[config.mk]
export PLATFORM = sky130hd
export DESIGN_NAME = regbus_reg_bank_flat
export DESIGN_NICKNAME = d
export VERILOG_FILES = /design/src/rtl/regbus_reg_bank_if.sv /design/src/rtl/regbus_reg_bank.sv /design/src/flat_wrapper.sv
export SDC_FILE = /design/constraint.sdc
export NUM_CORES = 1
export LEC_CHECK = 0
export ABC_AREA = 1
export CAP_MARGIN = 20
export CORE_ASPECT_RATIO = 0.7
export CORE_MARGIN = 1
export CORE_UTILIZATION = 49
export CTS_BUF_LIST = sky130_fd_sc_hd__clkbuf_8 sky130_fd_sc_hd__clkbuf_16
export CTS_CLUSTER_SIZE = 12
export DETAILED_ROUTE_END_ITERATION = 10
export GPL_TIMING_DRIVEN = 1
export PLACE_DENSITY = 0.77
export SYNTH_ARGS = -nofsm -noshare
export SYNTH_HDL_FRONTEND = slang
export SYNTH_SLANG_ARGS = --single-unit
[constraint.sdc]
create_clock -name clk -period 7.5 [get_ports clk]
set_input_delay 0.75 -clock clk [delete_from_list [all_inputs] [get_ports clk]]
set_output_delay 0.75 -clock clk [all_outputs]
set_load 0.05 [all_outputs]
[src/rtl/regbus_reg_bank_if.sv]
// Generic register-bus interface between the APB3-to-regbus bridge (master)
// and a register-bank slave.
interface regbus_reg_bank_if #(
    parameter int unsigned ADDR_WIDTH = 8,
    parameter int unsigned DATA_WIDTH = 32
);
    logic [ADDR_WIDTH-1:0] rb_waddr;
    logic [ADDR_WIDTH-1:0] rb_raddr;
    logic [DATA_WIDTH-1:0] rb_wdata;
    logic                  rb_wstrobe;
    logic                  rb_rstrobe;
    logic [DATA_WIDTH-1:0] rb_rdata;
    logic                  rb_wack;
    logic                  rb_rack;
    logic                  rb_waddrerr;
    logic                  rb_raddrerr;

    modport master (
        output rb_waddr, rb_raddr, rb_wdata, rb_wstrobe, rb_rstrobe,
        input  rb_rdata, rb_wack, rb_rack, rb_waddrerr, rb_raddrerr
    );

    modport slave (
        input  rb_waddr, rb_raddr, rb_wdata, rb_wstrobe, rb_rstrobe,
        output rb_rdata, rb_wack, rb_rack, rb_waddrerr, rb_raddrerr
    );
endinterface

[src/rtl/regbus_reg_bank.sv]
// Register-bank slave on the generic register bus: CTRL, STATUS, optional
// interrupt registers and scratch registers, with a programmable ack delay.
// Build option: define REGBANK_IRQ_EN to implement IRQ_STAT/IRQ_EN and irq;
// otherwise 0x08/0x0C decode as errors and irq is tied low.
// Assumes DATA_WIDTH >= 32 (word stride of at least 4 bytes).
module regbus_reg_bank #(
    parameter int unsigned ADDR_WIDTH  = 8,
    parameter int unsigned DATA_WIDTH  = 32,
    parameter int unsigned NUM_SCRATCH = 4,
    parameter int unsigned ACK_DELAY   = 0
) (
    input  logic                  clk,
    input  logic                  reset,
    regbus_reg_bank_if.slave      rb,
    input  logic [DATA_WIDTH-1:0] status_in,
    input  logic [DATA_WIDTH-1:0] irq_src,
    output logic [DATA_WIDTH-1:0] ctrl_out,
    output logic                  irq
);
    localparam int unsigned OffW = (DATA_WIDTH / 8 > 4) ? $clog2(DATA_WIDTH / 8) : 2;

    localparam logic [1:0] StIdle = 2'd0;
    localparam logic [1:0] StWait = 2'd1;
    localparam logic [1:0] StAck  = 2'd2;

    localparam logic [3:0] DelayInit = 4'(ACK_DELAY);

    logic [1:0]            state_q, state_d;
    logic [3:0]            cnt_q, cnt_d;
    logic                  is_read_q, is_read_d;
    logic [ADDR_WIDTH-1:0] addr_q, addr_d;
    logic [DATA_WIDTH-1:0] wdata_q, wdata_d;
    logic [DATA_WIDTH-1:0] ctrl_q, ctrl_d;
    logic [DATA_WIDTH-1:0] rdata_q, rdata_d;
    logic                  raddrerr_q, raddrerr_d;
    logic                  waddrerr_q, waddrerr_d;
    logic [DATA_WIDTH-1:0] scratch_q [NUM_SCRATCH];
    logic [DATA_WIDTH-1:0] scratch_d [NUM_SCRATCH];

    logic                   accept;
    logic                   enter_ack;
    logic                   acc_read;
    logic [ADDR_WIDTH-1:0]  acc_addr;
    logic [DATA_WIDTH-1:0]  acc_wdata;
    int unsigned            acc_idx;
    logic                   acc_hit;
    logic                   acc_err;
    logic [DATA_WIDTH-1:0]  rd_val;
    logic [NUM_SCRATCH-1:0] scratch_sel;
    logic                   do_write;

`ifdef REGBANK_IRQ_EN
    logic [DATA_WIDTH-1:0] irq_stat_q, irq_stat_d;
    logic [DATA_WIDTH-1:0] irq_en_q, irq_en_d;
    logic [DATA_WIDTH-1:0] w1c_mask;
    logic                  irq_q, irq_d;
`else
    logic unused_irq_src;
    assign unused_irq_src = ^irq_src;
`endif

    // Sequencing: capture the access in IDLE, count the delay, then ack once.
    always_comb begin
        state_d   = state_q;
        cnt_d     = cnt_q;
        is_read_d = is_read_q;
        addr_d    = addr_q;
        wdata_d   = wdata_q;
        enter_ack = 1'b0;
        accept    = (state_q == StIdle) && (rb.rb_rstrobe || rb.rb_wstrobe);
        // With no delay the access completes straight from IDLE, so use live bus values.
        acc_read  = (state_q == StIdle) ? rb.rb_rstrobe : is_read_q;
        acc_addr  = (state_q == StIdle) ? (rb.rb_rstrobe ? rb.rb_raddr : rb.rb_waddr) : addr_q;
        acc_wdata = (state_q == StIdle) ? rb.rb_wdata : wdata_q;
        unique case (state_q)
            StIdle: begin
                if (accept) begin
                    is_read_d = acc_read;
                    addr_d    = acc_addr;
                    wdata_d   = acc_wdata;
                    if (ACK_DELAY > 0) begin
                        state_d = StWait;
                        cnt_d   = DelayInit;
                    end else begin
                        state_d   = StAck;
                        enter_ack = 1'b1;
                    end
                end
            end
            StWait: begin
                cnt_d = cnt_q - 4'd1;
                if (cnt_q == 4'd1) begin
                    state_d   = StAck;
                    enter_ack = 1'b1;
                end
            end
            StAck:   state_d = StIdle;
            default: state_d = StIdle;
        endcase
    end

    // Address decode and read mux for the access in flight.
    always_comb begin
        acc_idx     = 32'(acc_addr[ADDR_WIDTH-1:OffW]);
        acc_hit     = 1'b0;
        rd_val      = '0;
        scratch_sel = '0;
        if (acc_idx == 0) begin
            acc_hit = 1'b1;
            rd_val  = ctrl_q;
        end else if (acc_idx == 1) begin
            acc_hit = 1'b1;
            rd_val  = status_in;
`ifdef REGBANK_IRQ_EN
        end else if (acc_idx == 2) begin
            acc_hit = 1'b1;
            rd_val  = irq_stat_q;
        end else if (acc_idx == 3) begin
            acc_hit = 1'b1;
            rd_val  = irq_en_q;
`endif
        end else begin
            for (int unsigned i = 0; i < NUM_SCRATCH; i++) begin
                if (acc_idx == 4 + i) begin
                    acc_hit        = 1'b1;
                    rd_val         = scratch_q[i];
                    scratch_sel[i] = 1'b1;
                end
            end
        end
        acc_err  = (|acc_addr[OffW-1:0]) || !acc_hit;
        do_write = enter_ack && !acc_read && !acc_err;
    end

    // Register, read-data and error-flag next state; all land on the edge entering ACK.
    always_comb begin
        ctrl_d     = ctrl_q;
        rdata_d    = rdata_q;
        raddrerr_d = raddrerr_q;
        waddrerr_d = waddrerr_q;
        for (int unsigned i = 0; i < NUM_SCRATCH; i++) begin
            scratch_d[i] = scratch_q[i];
            if (do_write && scratch_sel[i]) begin
                scratch_d[i] = acc_wdata;
            end
        end
        if (do_write && acc_idx == 0) begin
            ctrl_d = acc_wdata;
        end
        if (enter_ack && acc_read) begin
            rdata_d = acc_err ? '0 : rd_val;
        end
        if (accept) begin
            raddrerr_d = 1'b0;
            waddrerr_d = 1'b0;
        end
        if (enter_ack) begin
            if (acc_read) begin
                raddrerr_d = acc_err;
            end else begin
                waddrerr_d = acc_err;
            end
        end
    end

    // Bus-side and register state.
    always_ff @(posedge clk or posedge reset) begin
        if (reset) begin
            state_q    <= StIdle;
            cnt_q      <= '0;
            is_read_q  <= 1'b0;
            addr_q     <= '0;
            wdata_q    <= '0;
            ctrl_q     <= '0;
            rdata_q    <= '0;
            raddrerr_q <= 1'b0;
            waddrerr_q <= 1'b0;
            for (int unsigned i = 0; i < NUM_SCRATCH; i++) begin
                scratch_q[i] <= '0;
            end
        end else begin
            state_q    <= state_d;
            cnt_q      <= cnt_d;
            is_read_q  <= is_read_d;
            addr_q     <= addr_d;
            wdata_q    <= wdata_d;
            ctrl_q     <= ctrl_d;
            rdata_q    <= rdata_d;
            raddrerr_q <= raddrerr_d;
            waddrerr_q <= waddrerr_d;
            for (int unsigned i = 0; i < NUM_SCRATCH; i++) begin
                scratch_q[i] <= scratch_d[i];
            end
        end
    end

`ifdef REGBANK_IRQ_EN
    // Interrupt next state: a set pulse beats a same-cycle W1C; irq lags one cycle.
    always_comb begin
        w1c_mask   = (do_write && acc_idx == 2) ? acc_wdata : '0;
        irq_en_d   = (do_write && acc_idx == 3) ? acc_wdata : irq_en_q;
        irq_stat_d = (irq_stat_q & ~w1c_mask) | irq_src;
        irq_d      = |(irq_stat_q & irq_en_q);
    end

    // Interrupt state.
    always_ff @(posedge clk or posedge reset) begin
        if (reset) begin
            irq_stat_q <= '0;
            irq_en_q   <= '0;
            irq_q      <= 1'b0;
        end else begin
            irq_stat_q <= irq_stat_d;
            irq_en_q   <= irq_en_d;
            irq_q      <= irq_d;
        end
    end

    assign irq = irq_q;
`else
    assign irq = 1'b0;
`endif

    assign rb.rb_rdata    = rdata_q;
    assign rb.rb_rack     = (state_q == StAck) && is_read_q;
    assign rb.rb_wack     = (state_q == StAck) && !is_read_q;
    assign rb.rb_raddrerr = raddrerr_q;
    assign rb.rb_waddrerr = waddrerr_q;
    assign ctrl_out       = ctrl_q;
endmodule
[src/flat_wrapper.sv]
// flat-port wrapper written by rule: the top's interface ports become plain ports
module regbus_reg_bank_flat 
#(
    parameter int unsigned ADDR_WIDTH  = 8,
    parameter int unsigned DATA_WIDTH  = 32,
    parameter int unsigned NUM_SCRATCH = 4,
    parameter int unsigned ACK_DELAY   = 0
)
  (clk, reset, status_in, irq_src, ctrl_out, irq, rb_rb_waddr, rb_rb_raddr, rb_rb_wdata, rb_rb_wstrobe, rb_rb_rstrobe, rb_rb_rdata, rb_rb_wack, rb_rb_rack, rb_rb_waddrerr, rb_rb_raddrerr);
  regbus_reg_bank_if #(.ADDR_WIDTH(ADDR_WIDTH), .DATA_WIDTH(DATA_WIDTH)) rb_i ();
  input  logic clk;
  input  logic reset;
  input  logic [DATA_WIDTH-1:0] status_in;
  input  logic [DATA_WIDTH-1:0] irq_src;
  output logic [DATA_WIDTH-1:0] ctrl_out;
  output logic irq;
  input wire logic [$bits(rb_i.rb_waddr)-1:0] rb_rb_waddr;
  input wire logic [$bits(rb_i.rb_raddr)-1:0] rb_rb_raddr;
  input wire logic [$bits(rb_i.rb_wdata)-1:0] rb_rb_wdata;
  input wire logic [$bits(rb_i.rb_wstrobe)-1:0] rb_rb_wstrobe;
  input wire logic [$bits(rb_i.rb_rstrobe)-1:0] rb_rb_rstrobe;
  output wire logic [$bits(rb_i.rb_rdata)-1:0] rb_rb_rdata;
  output wire logic [$bits(rb_i.rb_wack)-1:0] rb_rb_wack;
  output wire logic [$bits(rb_i.rb_rack)-1:0] rb_rb_rack;
  output wire logic [$bits(rb_i.rb_waddrerr)-1:0] rb_rb_waddrerr;
  output wire logic [$bits(rb_i.rb_raddrerr)-1:0] rb_rb_raddrerr;
  assign rb_i.rb_waddr = rb_rb_waddr;
  assign rb_i.rb_raddr = rb_rb_raddr;
  assign rb_i.rb_wdata = rb_rb_wdata;
  assign rb_i.rb_wstrobe = rb_rb_wstrobe;
  assign rb_i.rb_rstrobe = rb_rb_rstrobe;
  assign rb_rb_rdata = rb_i.rb_rdata;
  assign rb_rb_wack = rb_i.rb_wack;
  assign rb_rb_rack = rb_i.rb_rack;
  assign rb_rb_waddrerr = rb_i.rb_waddrerr;
  assign rb_rb_raddrerr = rb_i.rb_raddrerr;
  regbus_reg_bank #(.ADDR_WIDTH(ADDR_WIDTH), .DATA_WIDTH(DATA_WIDTH), .NUM_SCRATCH(NUM_SCRATCH), .ACK_DELAY(ACK_DELAY)) u_core (.clk(clk), .reset(reset), .rb(rb_i), .status_in(status_in), .irq_src(irq_src), .ctrl_out(ctrl_out), .irq(irq));
endmodule
# Yosys cells after proc, flatten, opt, wreduce, memory -nomap -nowiden
# Cells that the tools add are included.
# classes
addsub	1
eq_ne	10
n_reduce_logical	23
muxes	34
# op_table
operator	n
32-bit 2-to-1 mux	8
32-bit logical NOT	1
6-bit by 3-bit equality test with 1-bit output, second input constant	4
1-bit 2-to-1 mux	18
8-bit 2-to-1 mux	2
1-bit logical AND	11
4-bit 2-to-1 mux	2
6-bit by 1-bit equality test with 1-bit output, second input constant	1
6-bit logical NOT	1
4-bit by 1-bit equality test with 1-bit output, second input constant	1
1-bit logical NOT	4
2-bit 2-to-1 mux	2
2-bit by 1-bit inequality test with 1-bit output, second input constant	2
2-bit case mux with 2 select lines	1
2-bit AND reduction	2
4-bit by 1-bit subtractor with 4-bit output, second input constant	1
2-bit by 1-bit equality test with 1-bit output, second input constant	1
2-bit equality test, second input constant	1
2-bit logical NOT	1
1-bit logical OR	2
1-bit case mux with 2 select lines	1
2-bit OR reduction	1
# totals
word_cells	81
regBits	241
input_bits	116
out_inout_bits	69

# Longest topological paths before layout
# Gate-level depths: netlist of the first run.
# depth
ltp_word	14
mapped_depth	17
mapped_depth_nobuf	15

# Least setup slack after synthesis of the first run
# OpenSTA, ideal clock, no wires.
# synth_path
path_kind	reg-to-output
from	register u_core.state_q[1]
to	output rb_rb_wack
n_path_buf	4
t_required_ns	6.750
arrival_time_ns	1.687
stages_incl_launch_ff	7
path_slack_ns	5.063
path_cell_list	dfrtp_1 > buf_4 > inv_2 > buf_4 > clkbuf_1 > clkbuf_1 > nor2_1
# synth_between
elab_chain_cells	2
# synth_lines
item	line	text
start, declared	regbus_reg_bank.sv:28	logic [1:0] state_q, state_d;
start signal, assigned	regbus_reg_bank.sv:169	state_q <= StIdle;
start signal, assigned	regbus_reg_bank.sv:182	state_q <= state_d;
2-bit equality test	regbus_reg_bank.sv:226	assign rb.rb_wack = (state_q == StAck) && !is_read_q;
1-bit logical AND	regbus_reg_bank.sv:226	
end, declared	flat_wrapper.sv:23	output wire logic [$bits(rb_i.rb_wack)-1:0] rb_rb_wack;
# Every way passes these cells.

# Final worst setup path of the first run
# layout_path
from	register u_core.state_q[1]
to	register u_core.ctrl_q[23], in the netlist u_core.ctrl_out[23]
# layout_between
elab_chain_cells	14
elab_cells_between_ends	29
cone_classes	eq/ne: 6; mux: 11; reduce/logical: 12
# layout_lines
item	line	text
2-bit logical NOT	n/a	
8-bit 2-to-1 mux	regbus_reg_bank.sv:73	acc_addr = (state_q == StIdle) ? (rb.rb_rstrobe ? rb.rb_raddr : rb.rb_waddr) : addr_q;
6-bit by 3-bit equality test with 1-bit output	regbus_reg_bank.sv:124	if (acc_idx == 4 + i) begin
1-bit 2-to-1 mux (4 in series)	regbus_reg_bank.sv:124	
1-bit 2-to-1 mux	regbus_reg_bank.sv:111	end else if (acc_idx == 1) begin
1-bit 2-to-1 mux	regbus_reg_bank.sv:108	if (acc_idx == 0) begin
1-bit logical NOT	regbus_reg_bank.sv:131	acc_err = (|acc_addr[OffW-1:0]) || !acc_hit;
1-bit logical OR	regbus_reg_bank.sv:131	
1-bit logical NOT	regbus_reg_bank.sv:132	do_write = enter_ack && !acc_read && !acc_err;
1-bit logical AND	regbus_reg_bank.sv:132	
1-bit logical AND	regbus_reg_bank.sv:147	if (do_write && acc_idx == 0) begin
end signal, assigned	regbus_reg_bank.sv:187	ctrl_q <= ctrl_d;
end, declared	regbus_reg_bank.sv:33	logic [DATA_WIDTH-1:0] ctrl_q, ctrl_d;
# Parallel ways exist; a longest one is shown, timed or not.
# A chain may end at the register's enable or synchronous reset.

==> results of run 1 <==
## per-stage QoR
step	area [µm²]	utilization [%]	hold WS [ns]	setup WS [ns]	power, µW
floorplan	11700	-	0.442	0.275	1790
global placement	13300	57.6	0.455	2.01	1970
detailed placement	13300	57.6	0.459	2.05	1980
CTS	14000	60.7	0.475	2.35	3110
global route	14000	60.7	0.498	1.98	3220
finish	14000	60.7	0.473	2.28	3100
## logic make-up after synthesis
kind of cell / count (synthesis) / synth area share (%)
compound gates: 141 / 6.60
buf+inv: 183 / 6.70
flops: 236 / 50.5
other cells: 1 / 0.0321
simple gates: 986 / 36.2
## synth_stat cells (all sizes together)
cell type / n / area (µm²)
o211ai: 19 / 143
nand4: 165 / 1030
clkbuf: 60 / 225
a21oi: 46 / 241
dfrtp: 236 / 5910
nand3: 32 / 170
nand2: 675 / 2540
a31oi: 2 / 12.5
or2: 19 / 119
o21ai: 71 / 355
nor2: 95 / 377
clkinv: 5 / 18.8
inv: 63 / 239
o22ai: 2 / 12.5
conb: 1 / 3.75
a21boi: 1 / 7.51
buf: 55 / 300
## sequential cells by signal (all words and copies together), names as in the netlist
| register | cells |
|---|---|
| u_core.rb.rb_waddrerr | 1 |
| u_core.is_read_q | 1 |
| u_core.ctrl_out | 32 |
| u_core.wdata_q | 32 |
| u_core.scratch_q | 128 |
| u_core.state_q | 1 |
| u_core.rb.rb_raddrerr | 1 |
| u_core.rb.rb_rdata | 32 |
| u_core.addr_q | 8 |
## final timing paths
| check | from | to | slack [ns] | depth (start not counted) |
|---|---|---|---|---|
| worst min register to register | u_core.scratch_q[26]$_DFFE_PP0P_ | u_core.scratch_q[26]$_DFFE_PP0P_ | 0.47 | 2 |
| worst max register to register | u_core.state_q[1]$_DFFE_PP0P_ | u_core.ctrl_out[23]$_DFFE_PP0P_ | 2.28 | 14 |
| worst min-delay path | u_core.scratch_q[26]$_DFFE_PP0P_ | u_core.scratch_q[26]$_DFFE_PP0P_ | 0.47 | 2 |
| min in group asynchronous | reset | u_core.rb.rb_rdata[23]$_DFFE_PP0P_ | 0.67 | 2 |
| worst max-delay path | u_core.state_q[1]$_DFFE_PP0P_ | u_core.ctrl_out[23]$_DFFE_PP0P_ | 2.28 | 14 |
| max in group asynchronous | reset | u_core.rb.rb_rdata[2]$_DFFE_PP0P_ | 5.55 | 3 |
## layout make-up
class                      instances  area [µm²]  area share [%]
antenna                            1        2.50          0.0179
clock buffer                      28         667            4.77
clock inverter                    11        50.0           0.358
inverter                          68         265            1.90
multi-input combinational       1128        5030            36.0
sequential                       236        5910            42.2
tap                              312         390            2.79
timing repair buffer             169        1670            12.0
## metal layers
layer / part of all wire, % / global-route usage (%) / vias up
met4: 1.7 / 6.01 / 0
met1: 46 / 42.0 / 5249
met3: 8.8 / 4.35 / 41
met5: 0 / 0 / -
met2: 44 / 40.7 / 522
li1: - / - / 5215
## critical path, delay by kind of cell (launching register included)
| kind | cells | cell delay (ns) |
|---|---|---|
| AND/OR/NAND/NOR | 10 | 3.01 |
| buffers and inverters | 4 | 1.58 |
| flip-flops | 1 | 0.50 |
## where the power goes
part           switching, µW  total (µW)  internal (µW)
registers               32.2        1380           1350
logic                    437         587            150
clock network            498        1120            627
==> results.yml, run 1 <==
run_status:
  status: "complete, no violations"
timing:
  post-route-min-period_ns: 5.22
  fmax_mhz: 192
  fin_skew_ns: 0.0141
  worst_pin_slew_ns: 1.16
  slew_viol_final: 0
  setup_viol: 0
  tns_ns: 0
  slew_headroom_pct: 22.5
  final_hold_viol_count: 0
  rsz0062_at_grt: "false"
  period_share_pct: 69.5
detailed_routing:
  dr.first_iter.drc_count: 1268
  drtAntennaViolNets: 0
  firstDrtPassIters: 6
  viasPerCell: 5.65
  wl_per_cell_um: 17.3
  vias: 11000
  postRouteWirelength_um: 33800
  route.detailed.drc: 0
floorplanning:
  ioPinCount: 185
  row_count: 46
  initial_core_util_pct: 50.8
  die_h_um: 131
  coreArea_um2: 23000
  fp.dieW_um: 187
  die_area_um2: 24500
place:
  port_buffers: 151
  dp_cells: 1913
  gp_congestion: 0.807
  dp_hpwl_um: 19100
worst_hold_path:
  hp-class: "reg -> reg"
synthesis:
  syn_nets: 1663
  ys_ff_latch: 236
  synth.distinct_cells: 28
  yosysWarnings: 0
  syn_area_per_cell_um2: 7.56
  yosysSeqAreaShare_pct: 50.5
  postSynthCellCount: 1547
  syn-cell-area_um2: 11700
clock_network:
  cts_max_level: 1
  clockRootBuffer: "clkbuf_16"
  cts_made_buffers: 25
  clockBufferDepth: 3
  hold_buffers: 0
  cts.sinks: 236
  cts_setup_buffers: 0
  insertion_delay_ns: 0.52
  tritoncts: "done"
  cts_resized: 0
  clk_pin_slew_ns: 0.06
setup_path:
  slowest_stage: "nand2_1"
  crit_chain: "inv_2 -> buf_4 -> nand2_1 -> nand2_1 -> nand2_1 -> inv_2 -> nand3_2 -> nand2_1 -> nor2_2 -> nand2_2 -> nand4_1 -> buf_4 -> nand2_1 -> nand2_1"
  slowest_delay_ns: 0.79
  path_class: "reg -> reg"
  cp.required_ns: 7.90
  crit_arrival_ns: 5.61
  cp_max_fo: 46
  cp_common_cell: "nand2_1"
  end_kind: "register"
  cp-start-kind: "register"
cells_and_area:
  layout_commonest_cell: "nand2_1"
  drive_gt1_share_pct: 5.67
  layout_common_cells: "nand2_1, dfrtp_1, nand4_1, clkdlybuf4s50_1, nor2_1"
  instances_no_fill: 1953
  n_fill_cell: 2061
  area_growth_pct: 19.5
  nNetsFinal: 1744
pwr:
  power_density_nw_per_um2: 221
  ir_drop_mv: 0.161
  leakage_uw: 0.00744
global_routing:
  antenna_found_initial: 1
  grt-ovfl-total: 0
  grt_pass1_wl_um: 55000
  grt_use_total_pct: 27.4
  grt_start_max_net_pins: 173
  grt_pass1_vias: 10300
job:
  drv_cap: 0
No activity file was read; power rests on OpenSTA's default activity.
==> inputs of run 2 (changes only) <==
- clock period: 7.5 -> 4.6 ns (I/O delays scaled with it)
==> results.yml, run 2 (synthesis gave the netlist of run 1 again) <==
clock_network:
  cts_resized: 0
  cts_max_level: 1
  insertion_delay_ns: 0.53
  cts_made_buffers: 25
  clk_pin_slew_ns: 0.06
  tritoncts: "done"
  clockRootBuffer: "clkbuf_16"
  cts_setup_buffers: 0
  hold_buffers: 0
  cts.sinks: 236
  clockBufferDepth: 3
setup_path:
  slowest_stage: "inv_2"
  end_kind: "register"
  cp-start-kind: "register"
  crit_arrival_ns: 4.02
  crit_chain: "inv_2 -> nand2_1 -> nand2_1 -> nand2_1 -> inv_2 -> nand3_2 -> nand2_1 -> nor2_2 -> nand2_2 -> nand3_2 -> buf_4 -> nor2_1 -> nand2_1 -> nand2_1"
  path_class: "reg -> reg"
  critPathTopFamily: "simple AND/OR/NAND/NOR gates"
  cp.required_ns: 5.07
  crit_buf_inv: 3
  cp_max_fo: 47
  cp_common_cell: "nand2_1"
  slowest_delay_ns: 0.61
  reg2reg_slack_ns: 1.05
cells_and_area:
  fin_area_um2: 14200
  drive_gt1_share_pct: 6.63
  final_util_pct: 61.7
  regArea_um2: 5910
  layout_commonest_cell: "nand2_1"
  multi_input_area_um2: 5030
  largest_reg_flops: 128
  n_fill_cell: 1979
  regMostFlops: "u_core.scratch_q"
  nNetsFinal: 1763
  antennaDiodeCount: 0
  layout_common_cells: "nand2_1, dfrtp_1, nand4_1, clkdlybuf4s50_1, nor2_1"
  area_growth_pct: 21.5
detailed_routing:
  wl_met3_um: 3040
  dr.first_iter.drc_count: 1260
  route.detailed.drc: 0
  wl_met1_um: 15600
  vias: 11300
  drtAntennaViolNets: 0
  topRoutingLayerUsed: "met4"
  firstDrtPassIters: 5
  viasPerCell: 5.71
  postRouteWirelength_um: 34000
  wl_per_cell_um: 17.3
  wl_met2_um: 14700
timing:
  final_hold_viol_count: 0
  worst_pin_slew_ns: 1.11
  period_share_pct: 77.2
  fin_skew_ns: 0.0225
  setup_viol: 0
  fmax_mhz: 282
  slew_viol_final: 0
  post-route-min-period_ns: 3.55
  slew_headroom_pct: 25.8
  rsz0062_at_grt: "false"
  tns_ns: 0
floorplanning:
  row_count: 46
  die_h_um: 131
  die_area_um2: 24500
  coreArea_um2: 23000
  ioPinCount: 185
  initial_core_util_pct: 50.8
  fp.dieW_um: 187
pwr:
  ir_drop_mv: 0.309
  power_density_nw_per_um2: 364
  leakage_uw: 0.00755
  p_total_uw: 5170
global_routing:
  grt_start_max_net_pins: 86
  grt_use_total_pct: 27.9
  grt_pass1_vias: 10600
  grt-ovfl-total: 0
  antenna_found_initial: 0
  grt_pass1_wl_um: 55900
worst_hold_path:
  hp-class: "reg -> reg"
job:
  drv_cap: 0
place:
  port_buffers: 151
  gp_congestion: 0.825
  dp_hpwl_um: 20800
  dpl-instance-area_um2: 13500
run_status:
  status: "complete, no violations"
-- run 2: metrics by stage --
stage                     worst slack, ns  hold slack [ns]  cells
after floorplan                      1.05            0.442   1547
after global placement              0.762            0.455   1932
after detailed placement            0.675            0.459   1932
after CTS                            1.08            0.475   1972
after global routing                0.804            0.495   1972
final                                1.05            0.474   1972
-- run 2: worst paths after layout --
check	startpoint	end	cells after the start
min in group asynchronous	reset	u_core.scratch_q[118]$_DFFE_PP0P_	2
worst max-delay path	u_core.state_q[1]$_DFFE_PP0P_	u_core.rb.rb_rdata[8]$_DFFE_PP0P_	14
worst min-delay path	u_core.scratch_q[12]$_DFFE_PP0P_	u_core.scratch_q[12]$_DFFE_PP0P_	2
worst max register to register	u_core.state_q[1]$_DFFE_PP0P_	u_core.rb.rb_rdata[8]$_DFFE_PP0P_	14
worst min register to register	u_core.scratch_q[12]$_DFFE_PP0P_	u_core.scratch_q[12]$_DFFE_PP0P_	2
max in group asynchronous	reset	u_core.wdata_q[12]$_DFFE_PP0P_	3
-- run 2: worst register-to-register path, cell delays in order, from the launching register on --
cell and delay, ns:
dfrtp_1 0.50, inv_2 0.61, nand2_1 0.11, nand2_1 0.44, nand2_1 0.13, inv_2 0.08
nand3_2 0.08, nand2_1 0.15, nor2_2 0.08, nand2_2 0.14, nand3_2 0.50, buf_4 0.43
nor2_1 0.12, nand2_1 0.06, nand2_1 0.06
-- run 2: final cells by class --
| type | count | area share (%) |
|---|---|---|
| Clock buffer | 29 | 4.79 |
| Clock inverter | 11 | 0.546 |
| Inverter | 68 | 1.84 |
| Multi-Input combinational cell | 1128 | 35.4 |
| Tap cell | 312 | 2.75 |
| Sequential cell | 236 | 41.6 |
| Timing Repair Buffer | 188 | 13.1 |
-- run 2: power by group --
part           total (µW)  internal [µW]  switching, µW  leakage [µW]
Clock                1920           1100            823      0.000403
Sequential           2260           2200           51.4       0.00323
Combinational         990            269            720       0.00393
Total                5170           3570           1600       0.00755
-- run 2: layer usage --
| layer | track usage, % | vias up |
|---|---|---|
| li1 | - | 5244 |
| met1 | 42.0 | 5407 |
| met2 | 41.5 | 557 |
| met3 | 4.99 | 54 |
| met4 | 6.69 | 0 |
| met5 | 0 | - |
==> inputs of run 3 (changes only) <==
- CORE_UTILIZATION: 49 -> 54
- PLACE_DENSITY: 0.77 -> 0.8
- clock period: 4.6 -> 3.5 ns (I/O delays scaled with it)
==> results.yml, run 3 (synthesis gave the netlist of run 1 again) <==
run_status:
  status: "complete, no violations"
worst_hold_path:
  hp-class: "in -> async"
detailed_routing:
  postRouteWirelength_um: 33200
  viasPerCell: 5.77
  drtAntennaViolNets: 0
  wl_per_cell_um: 17.1
  firstDrtPassIters: 5
  vias: 11200
  dr.first_iter.drc_count: 1266
  route.detailed.drc: 0
timing:
  slew_viol_final: 0
  rsz0062_at_grt: "false"
  setup_viol: 0
  tns_ns: 0
  hold-worst-slack_ns: 0.379
  slew_headroom_pct: 37.9
  worst_pin_slew_ns: 0.931
  final_hold_viol_count: 0
  finalWorstSetupSlack_ns: 0.578
  fmax_mhz: 342
  period_share_pct: 83.5
  fin_skew_ns: 0.0202
  post-route-min-period_ns: 2.92
clock_network:
  cts_resized: 0
  cts_setup_buffers: 0
  tritoncts: "done"
  clockBufferDepth: 3
  hold_buffers: 0
  insertion_delay_ns: 0.51
  cts_max_level: 1
  clk_pin_slew_ns: 0.06
  clockRootBuffer: "clkbuf_16"
  cts_made_buffers: 24
  cts.sinks: 236
cells_and_area:
  regArea_um2: 5910
  area_growth_pct: 21.4
  antennaDiodeCount: 0
  layout_common_cells: "nand2_1, dfrtp_1, nand4_1, clkdlybuf4s50_1, nor2_1"
  n_fill_cell: 1754
  nNetsFinal: 1775
  layout_commonest_cell: "nand2_1"
  regMostFlops: "u_core.scratch_q"
  largest_reg_flops: 128
  multi_input_area_um2: 5030
  drive_gt1_share_pct: 7.27
floorplanning:
  fp.dieW_um: 178
  die_area_um2: 22300
  initial_core_util_pct: 55.8
  die_h_um: 125
  row_count: 44
  ioPinCount: 185
  coreArea_um2: 21000
global_routing:
  grt_pass1_vias: 10400
  antenna_found_initial: 0
  grt_start_max_net_pins: 119
  grt_pass1_wl_um: 54200
  grt-ovfl-total: 0
  grt_use_total_pct: 30.3
place:
  place_ws_ns: 0.415
  gp_congestion: 0.861
  dp_hpwl_um: 20700
  port_buffers: 151
setup_path:
  cp-endpoint: "rb_rb_wack"
  reg2reg_to: "u_core.scratch_q[113]$_DFFE_PP0P_"
  reg2reg_slack_ns: 0.73
  crit_start: "u_core.state_q[1]$_DFFE_PP0P_"
  reg2regPathDepth: 7
  path_class: "reg -> out"
  cp.required_ns: 3.15
  r2r-start: "u_core.state_q[1]$_DFFE_PP0P_"
  cp_max_fo: 29
  cp-start-kind: "register"
  crit_arrival_ns: 2.57
  end_kind: "output port"
pwr:
  power_frac_clock_pct: 35.2
  power.net_switching_uw: 2020
  power.internal_uw: 4570
  leakage_uw: 0.00758
  ir_drop_mv: 0.333
  power_density_nw_per_um2: 464
  combPwrFrac_pct: 19.8
  seq_power_share_pct: 45.0
  p_sw_share_pct: 30.7
job:
  drv_cap: 0
==> run 3: worst min path at each step <==
stage | from | to | slack, ns | cells after the start
after global placement | u_core.scratch_q[19]$_DFFE_PP0P_ | u_core.scratch_q[19]$_DFFE_PP0P_ | 0.45 | 2
after floorplan | u_core.scratch_q[31]$_DFFE_PP0P_ | u_core.scratch_q[31]$_DFFE_PP0P_ | 0.44 | 2
after global routing | reset | u_core.scratch_q[23]$_DFFE_PP0P_ | 0.46 | 3
final | reset | u_core.scratch_q[23]$_DFFE_PP0P_ | 0.38 | 3
after detailed placement | u_core.scratch_q[26]$_DFFE_PP0P_ | u_core.scratch_q[26]$_DFFE_PP0P_ | 0.46 | 2
after CTS | reset | u_core.scratch_q[23]$_DFFE_PP0P_ | 0.45 | 3
==> run 3: layout make-up <==
type	instances	share of cell area, %
timing repair buffer	201	14.0
inverter	68	1.84
multi-input combinational	1128	35.4
tap	276	2.43
clock inverter	5	0.167
sequential	236	41.6
clock buffer	27	4.60
==> run 3: critical path: stages, from the launching register on <==
cell	delay, ns
dfrtp_1	0.56
inv_2	0.30
buf_4	0.30
nor2_1	0.10
clkdlybuf4s50_1	0.81
==> run 3: routing by layer <==
layer  global-route usage (%)  routed length [µm]  vias up
met2                     44.5               14500      563
met3                     4.59                3160       48
li1                         -                   -     5254
met5                        0                   0        -
met1                     47.2               15100     5340
met4                     6.13                 492        0
==> run 3: through the flow <==
step / cells / util [%] / power [µW] / instance area [µm²]
2_1_floorplan: 1547 / - / 3840 / 11700
3_3_place_gp: 1909 / 64.5 / 4260 / 13500
3_5_place_dp: 1909 / 64.5 / 4300 / 13500
4_1_cts: 1941 / 67.7 / 6590 / 14200
5_1_grt: 1941 / 67.7 / 6850 / 14200
6_report: 1941 / 67.7 / 6600 / 14200
==> run 3: power groups by stage <==
stage	clock [µW]	combinational (µW)	sequential, µW
detailed placement	0	1280	3010
global route	2440	1440	2980
floorplan	0	799	3040
global placement	0	1250	3010
CTS	2330	1290	2960
finish	2320	1310	2970
